`config.mk`:
```
export PLATFORM = sky130hd
export DESIGN_NAME = image_stream_ctrl
export DESIGN_NICKNAME = d
export VERILOG_FILES = /design/src/rtl/image_stream_ctrl.sv
export SDC_FILE = /design/constraint.sdc
export NUM_CORES = 1
export LEC_CHECK = 0
export ABC_AREA = 0
export BUFFER_PORTS_ARGS = -buffer_cell sky130_fd_sc_hd__buf_2
export CORE_MARGIN = 10
export CORE_UTILIZATION = 30
export CTS_CLUSTER_SIZE = 24
export DETAILED_ROUTE_END_ITERATION = 6
export HOLD_SLACK_MARGIN = 0.05
export PLACE_DENSITY = 0.55
export SYNTH_ARGS = -nofsm -noshare
export SYNTH_HDL_FRONTEND = slang
export SYNTH_SLANG_ARGS = --single-unit
```
`constraint.sdc`:
```
create_clock -name HCLK -period 5.63 [get_ports HCLK]
set_clock_uncertainty 0.05 [all_clocks]
set_input_delay 1.126 -clock HCLK [delete_from_list [all_inputs] [get_ports HCLK]]
set_output_delay 1.126 -clock HCLK [all_outputs]
set_load 0.005 [all_outputs]
```
`src/rtl/image_stream_ctrl.sv`:
```
// Raster read sequencer: walks one frame of the pixel store with VSYNC/HSYNC framing.
// Build option ROW_FLIP_EN selects bottom-up (BMP order) read addressing.
module image_stream_ctrl #(
  parameter int WIDTH          = 768,
  parameter int HEIGHT         = 512,
  parameter int START_UP_DELAY = 100,
  parameter int HSYNC_DELAY    = 160,
  parameter int ADDR_W         = 19
) (
  input  logic              HCLK,
  input  logic              HRESETn,
  input  logic              start,
  input  logic              abort,
  input  logic              out_ready,
  output logic              rd_en,
  output logic [ADDR_W-1:0] rd_addr,
  output logic              pix_valid,
  output logic [9:0]        pix_row,
  output logic [10:0]       pix_col,
  output logic              VSYNC,
  output logic              HSYNC,
  output logic              busy,
  output logic              frame_done
);

  localparam int DLY_MAX = (START_UP_DELAY > HSYNC_DELAY) ? START_UP_DELAY : HSYNC_DELAY;
  localparam int CNT_W   = $clog2(DLY_MAX + 1);

`ifdef ROW_FLIP_EN
  localparam logic [ADDR_W-1:0] ADDR_FIRST = ADDR_W'((HEIGHT - 1) * WIDTH);
  // Row wrap jumps back from the end of this row to the start of the row above it.
  localparam logic [ADDR_W-1:0] ADDR_WRAP  = ADDR_W'(2 * WIDTH - 1);
`else
  localparam logic [ADDR_W-1:0] ADDR_FIRST = '0;
`endif

  typedef enum logic [2:0] {
    S_IDLE  = 3'd0,
    S_VSYNC = 3'd1,
    S_HSYNC = 3'd2,
    S_DATA  = 3'd3,
    S_DONE  = 3'd4
  } state_t;

  state_t             r_state;
  state_t             w_state_nxt;
  logic [CNT_W-1:0]   r_cnt;
  logic [9:0]         r_row;
  logic [10:0]        r_col;
  logic [ADDR_W-1:0]  r_addr;
  logic               r_pix_valid;
  logic [9:0]         r_pix_row;
  logic [10:0]        r_pix_col;

  logic w_vs_last;
  logic w_hs_last;
  logic w_col_last;
  logic w_row_last;
  logic w_consume;

  assign w_vs_last  = (r_cnt == CNT_W'(START_UP_DELAY - 1));
  assign w_hs_last  = (r_cnt == CNT_W'(HSYNC_DELAY - 1));
  assign w_col_last = (r_col == 11'(WIDTH - 1));
  assign w_row_last = (r_row == 10'(HEIGHT - 1));
  assign w_consume  = (r_state == S_DATA) && out_ready;

  always_ff @(posedge HCLK or negedge HRESETn) begin
    if (!HRESETn) begin
      r_state <= S_IDLE;
    end else begin
      r_state <= w_state_nxt;
    end
  end

  always_comb begin
    w_state_nxt = r_state;
    rd_en       = 1'b0;
    VSYNC       = 1'b0;
    HSYNC       = 1'b0;
    busy        = 1'b1;
    frame_done  = 1'b0;
    case (r_state)
      S_IDLE: begin
        busy = 1'b0;
        if (start) w_state_nxt = S_VSYNC;
      end
      S_VSYNC: begin
        VSYNC = 1'b1;
        if (w_vs_last) w_state_nxt = S_HSYNC;
      end
      S_HSYNC: begin
        if (w_hs_last) w_state_nxt = S_DATA;
      end
      S_DATA: begin
        HSYNC = 1'b1;
        rd_en = out_ready;
        if (w_consume && w_col_last) w_state_nxt = w_row_last ? S_DONE : S_HSYNC;
      end
      S_DONE: begin
        frame_done  = 1'b1;
        w_state_nxt = S_IDLE;
      end
      default: begin
        busy        = 1'b0;
        w_state_nxt = S_IDLE;
      end
    endcase
    // Abort overrides every transition, including a start seen in IDLE.
    if (abort) w_state_nxt = S_IDLE;
  end

  always_ff @(posedge HCLK or negedge HRESETn) begin
    if (!HRESETn) begin
      r_cnt  <= '0;
      r_row  <= '0;
      r_col  <= '0;
      r_addr <= '0;
    end else if (abort || (r_state == S_DONE)) begin
      r_cnt  <= '0;
      r_row  <= '0;
      r_col  <= '0;
      r_addr <= '0;
    end else begin
      case (r_state)
        S_IDLE: begin
          if (start) begin
            r_cnt  <= '0;
            r_row  <= '0;
            r_col  <= '0;
            r_addr <= ADDR_FIRST;
          end
        end
        S_VSYNC: r_cnt <= w_vs_last ? '0 : r_cnt + 1'b1;
        S_HSYNC: r_cnt <= w_hs_last ? '0 : r_cnt + 1'b1;
        S_DATA: begin
          // Address advances incrementally so no row*WIDTH product is ever formed.
          if (w_consume) begin
            if (w_col_last) begin
              if (!w_row_last) begin
                r_col <= '0;
                r_row <= r_row + 1'b1;
`ifdef ROW_FLIP_EN
                r_addr <= r_addr - ADDR_WRAP;
`else
                r_addr <= r_addr + 1'b1;
`endif
              end
            end else begin
              r_col  <= r_col + 1'b1;
              r_addr <= r_addr + 1'b1;
            end
          end
        end
        default: ;
      endcase
    end
  end

  // Read-data stage: memory returns the pixel one cycle after rd_en.
  always_ff @(posedge HCLK or negedge HRESETn) begin
    if (!HRESETn) begin
      r_pix_valid <= 1'b0;
      r_pix_row   <= '0;
      r_pix_col   <= '0;
    end else begin
      r_pix_valid <= rd_en;
      r_pix_row   <= r_row;
      r_pix_col   <= r_col;
    end
  end

  assign rd_addr   = r_addr;
  assign pix_valid = r_pix_valid;
  assign pix_row   = r_pix_row;
  assign pix_col   = r_pix_col;

endmodule

```
* Yosys cells after proc, flatten, opt, wreduce, memory -nomap -nowiden *
Index checks and enable logic that the tools add are counted.

cells by class
  reductions and logical operators = 11
  mux-type cells = 35
  add/subtract/negate cells = 4
  eq/ne operators = 17

operators with widths
  kind                   number
  $mux 19                5
  $mux 11                5
  $mux 10                5
  $pmux 19 s2            1
  $mux 8                 4
  $pmux 8 s3             1
  $pmux 11 s2            1
  $pmux 10 s2            1
  $add 19x1->19 const B  1
  $mux 3                 6
  $ne 3x2->1 const B     4
  $ne 3x3->1 const B     4
  $pmux 3 s4             1
  $add 11x1->11 const B  1
  $eq 11x10->1 const B   1
  $add 10x1->10 const B  1
  $eq 10x9->1 const B    1
  $add 8x1->8 const B    1
  $eq 8x7->1 const B     1
  $eq 8x8->1 const B     1
  $reduce_and 4->1       2
  $eq 3x2->1 const B     2
  $mux 1                 5
  $reduce_and 5->1       1
  10 further kinds       11

word-level totals
  register bits = 73
  input bits = 5
  logic and storage cells = 75

* Longest topological paths before layout *
  word-level depth = 6
  gate-level depth with buffers = 7
  mapped depth without buffers = 6

* Worst setup path after synthesis *
Ideal clock, no wire load.

  kind = input -> register
  start = input abort
  end = register r_row[0]
  arrival time = 2.421 ns
  required time = 5.462 ns
  path slack = 3.041 ns
  cell stages on the path = 6
  cell sequence = nand4bb_2 -> or4_1 -> o211ai_2 -> buf_2 -> nor3_1 -> a21o_1

on the way
  longest elaborated chain between the ends = 3

ends and longest elaborated chain
  element                                                    line  text
  from (decl)                                                13    input logic abort,
  $logic_or 1x1->1 (*)                                       118   end else if (abort || (r_state == S_DONE)) begin
  $ne 3x2->1 (no source line), or another cell as far along  --
  $reduce_and 5->1 (no source line)                          --
  to (signal assigned)                                       141   r_row <= r_row + 1'b1;
  to (decl)                                                  48    logic [9:0] r_row;

Every way passes the cells marked *; elsewhere a longest branch is shown, timed or not.
A chain may end at the register's enable or synchronous reset.

* Worst setup path in the final report *
  start = input abort
  end = register r_row[4]

Same word-level chain as after synthesis.

==> results_dict.tcl <==
set metrics [dict create \
    power.density_nw_per_um2 335 \
    post_layout_nonfiller_instances 541 \
    crit_chain "buf_2 > nand4bb_2 > or4_1 > o211ai_2 > o21ai_0 > a21oi_1" \
    ctsResizeCount 0 \
    synth_top_cell_by_area "dfrtp_1" \
    critPathLaunchType "input port" \
    synth.distinct_cells 50 \
    post-dp-hpwl_um 5720 \
    ys_async_sr_fraction_pct 100 \
    fin_util_pct 37.3 \
    cp_data_required_time_ps 5830 \
    gr-total-overflow 0 \
    die_w_um 127 \
    yosysMostFrequentCell "dfrtp_1" \
    crit_path_end_kind "flip-flop" \
    dr_total_vias 2825 \
    path_buf_inv 1 \
    finalNetCount 405 \
    routedWlPerCell_um 15.5 \
    fp-row-count 38 \
    antenna_cells_inserted 0 \
    synth_ff_type "dfrtp_1" \
    ys_top_cells_by_count "dfrtp_1, o21ai_0, a21oi_1" \
    worstPathMaxFanout 22 \
    clkLatencyLatePin_ps 330 \
    grt_start_max_net_pins 46 \
    core_sq_um 11000 \
    ir_worst_vdd_uv 155 \
    firstDrtPassIters 4 \
    intPower_w 0.00100 \
    fin_crit_ps 3030 \
    netSwitchingFraction_pct 27.2 \
    cts_tree "yes" \
    drc 0 \
    grt_pass1_vias 2830 \
    hold_viol 0 \
    yosys-top-cells-area "dfrtp_1, o21ai_0, a21oi_1, nand3_1, a31oi_1" \
    yosys_warnings 0 \
    status "finished clean" \
    initial_core_util_pct 31.1 \
    synth_edf_count 0 \
    clk_root_buffer_cell "clkbuf_16" \
    max_freq_mhz 330 \
    total_leakage_power_nw 1.87 \
    seqPwrFrac_pct 41.7 \
    syn_area_sq_um 3430 \
    die-height_um 127 \
    setup_tns_ps 0 \
    clock_sinks 73 \
    tightest_slew_ps 845 \
    switching_power_w 0.000376 \
    slowest_delay_ps 710 \
    syn_to_final_growth_pct 20.1 \
    combPwrFrac_pct 15.7 \
    ys_ff_latch 73 \
    synth_area_per_cell_sq_um 9.85 \
    portBuffers 50 \
    placed_cells 525 \
    pwr-share-clk_pct 42.5 \
    rsz0062_at_grt "false" \
    cts_hold_buffers 0 \
    ant_nets 0 \
    path_clk_slew_ps 50 \
    synth_top_area_share_pct 53.3 \
    htreeDepth 3 \
    antenna_found_initial 0 \
    vias_per_cell 5.22 \
    fin_crit_sh_pct 53.8 \
    fp.dieArea_sq_um 16100 \
    gp_routability_congestion 0.773 \
    max_slew_margin_pct 43.4 \
    crit_family "simple AND/OR/NAND/NOR gates" \
    drive_above_1_share_pct 19.7 \
    grt_pass1_wl_um 14200 \
    numCtsBuffers 9 \
    syn_nets 357 \
    seq_area_frac_synth_pct 53.3 \
    grtUsageTotal_pct 10.5 \
    io_pins 51 \
    critPathArrivalTime_ps 3230 \
    hold_class "reg -> reg" \
    cap_violations 0 \
    finalMaxSlewViolations 0 \
    synthCells 348 \
    first_iter_violations 161 \
    final-setup-viol-count 0 \
    criticalPathCategory "in -> reg" \
    routed_wl_um 8380 \
    post_cts_buffers 0 \
    cts.path.max_buffers 2 \
    worst_path_max_delay_cell "or4_1" \
]
## metrics by stage
step / worst slack, ps / hold slack, ps / cell area [sq um] / power (W)
after global routing: 2360 / 389 / 4120 / 0.00145
after CTS: 2600 / 375 / 4120 / 0.00140
after floorplan: 3040 / 324 / 3430 / 0.000735
after detailed placement: 2260 / 354 / 3810 / 0.000806
final: 2600 / 376 / 4120 / 0.00138
after global placement: 2320 / 363 / 3810 / 0.000803
## worst paths after layout
| path | startpoint | to | slack (ps) | depth (start not counted) |
|---|---|---|---|---|
| max | abort | r_row[4]$_DFFE_PN0P_ | 2600 | 6 |
| min | r_row[6]$_DFFE_PN0P_ | pix_row[6]$_DFF_PN0_ | 380 | 0 |
| max reg2reg | r_col[0]$_DFFE_PN0P_ | r_row[7]$_DFFE_PN0P_ | 2910 | 6 |
| min reg2reg | r_row[6]$_DFFE_PN0P_ | pix_row[6]$_DFF_PN0_ | 380 | 0 |
| max in group asynchronous | HRESETn | r_col[8]$_DFFE_PN0P_ | 3720 | 2 |
| min in group asynchronous | HRESETn | rd_addr[12]$_DFFE_PN0P_ | 770 | 1 |
## cell type report
class | instances | area (sq um)
clock buffers | 14 | 274
clock inverters | 2 | 35.0
fillers | 1124 | 6910
inverters | 5 | 18.8
multi-input cells | 254 | 1520
flip-flops and latches | 73 | 1830
well taps | 140 | 175
repair buffers | 53 | 273
## worst register-to-register path, delay by kind of cell (launching register included)
family                   cells  cell delay, ps
flip-flops                   1             410
adder cells (fa/ha/maj)      1             270
AO/OA/AOI/OAI                2             500
AND/OR/NAND/NOR              3            1430
## logic make-up (layout without fill, tap and decap cells)
| kind of cell | after synthesis | after routing | synth area share [%] |
|---|---|---|---|
| flops | 73 | 73 | 53.3 |
| xor+xnor | 3 | 3 | 0.766 |
| compound gates | 119 | 119 | 21.3 |
| mux | 3 | 3 | 0.949 |
| buf+inv | 21 | 74 | 2.52 |
| fa+ha+maj | 4 | 4 | 1.46 |
| simple gates | 125 | 125 | 19.8 |
## power by group through the flow
| stage | clock [W] | combinational [W] | sequential [W] |
|---|---|---|---|
| 6_report | 0.000587 | 0.000217 | 0.000576 |
| 4_1_cts | 0.000603 | 0.000223 | 0.000575 |
| 3_5_place_dp | 0 | 0.000223 | 0.000582 |
| 5_1_grt | 0.000620 | 0.000249 | 0.000580 |
| 2_1_floorplan | 0 | 0.000168 | 0.000567 |
| 3_3_place_gp | 0 | 0.000219 | 0.000584 |
## placed cells by master (no fill, tap or decap), types with 2 or more instances in the layout
| master | netlist | routed |
|---|---|---|
| dfrtp_1 | 73 | 73 |
| buf_2 | 6 | 50 |
| o21ai_0 | 48 | 48 |
| a21oi_1 | 26 | 26 |
| nand2_1 | 23 | 23 |
| nor2_1 | 23 | 23 |
| nand3_1 | 21 | 21 |
| a31oi_1 | 15 | 15 |
| nand4_1 | 11 | 11 |
| or3_1 | 10 | 10 |
| clkbuf_16 | 0 | 9 |
| nor3_1 | 8 | 8 |
| and3_1 | 6 | 6 |
| inv_1 | 5 | 5 |
| nand3b_1 | 4 | 4 |
| a21o_1 | 4 | 4 |
| a22o_1 | 4 | 4 |
| ha_1 | 4 | 4 |
| and2_1 | 3 | 3 |
| or4_1 | 3 | 3 |
| a41oi_1 | 3 | 3 |
| o31ai_1 | 3 | 3 |
| clkbuf_8 | 0 | 3 |
| buf_4 | 0 | 3 |
| nand2b_1 | 2 | 2 |
| a211o_1 | 2 | 2 |
| mux2_2 | 2 | 2 |
| xor2_1 | 2 | 2 |
| a31o_2 | 2 | 2 |
| nor4_1 | 2 | 2 |
| o2bb2ai_1 | 2 | 2 |
| clkbuf_1 | 10 | 2 |
## per-layer routing
layer  up-vias  track usage [%]  part of all wire [%]
met2        52             16.5                    47
met5         -                0                     0
li1       1400                -                     -
met3        12             2.17                   3.4
met1      1361             13.4                    48
met4         0             5.36                   1.6
## flip-flops by register name, summed over array words and instances (netlist names)
signal and count:
r_col 11, pix_col 11, r_row 10, rd_addr 19, r_state 3, r_cnt 8
pix_row 10, pix_valid 1
Power figures use the tool's default switching activity.
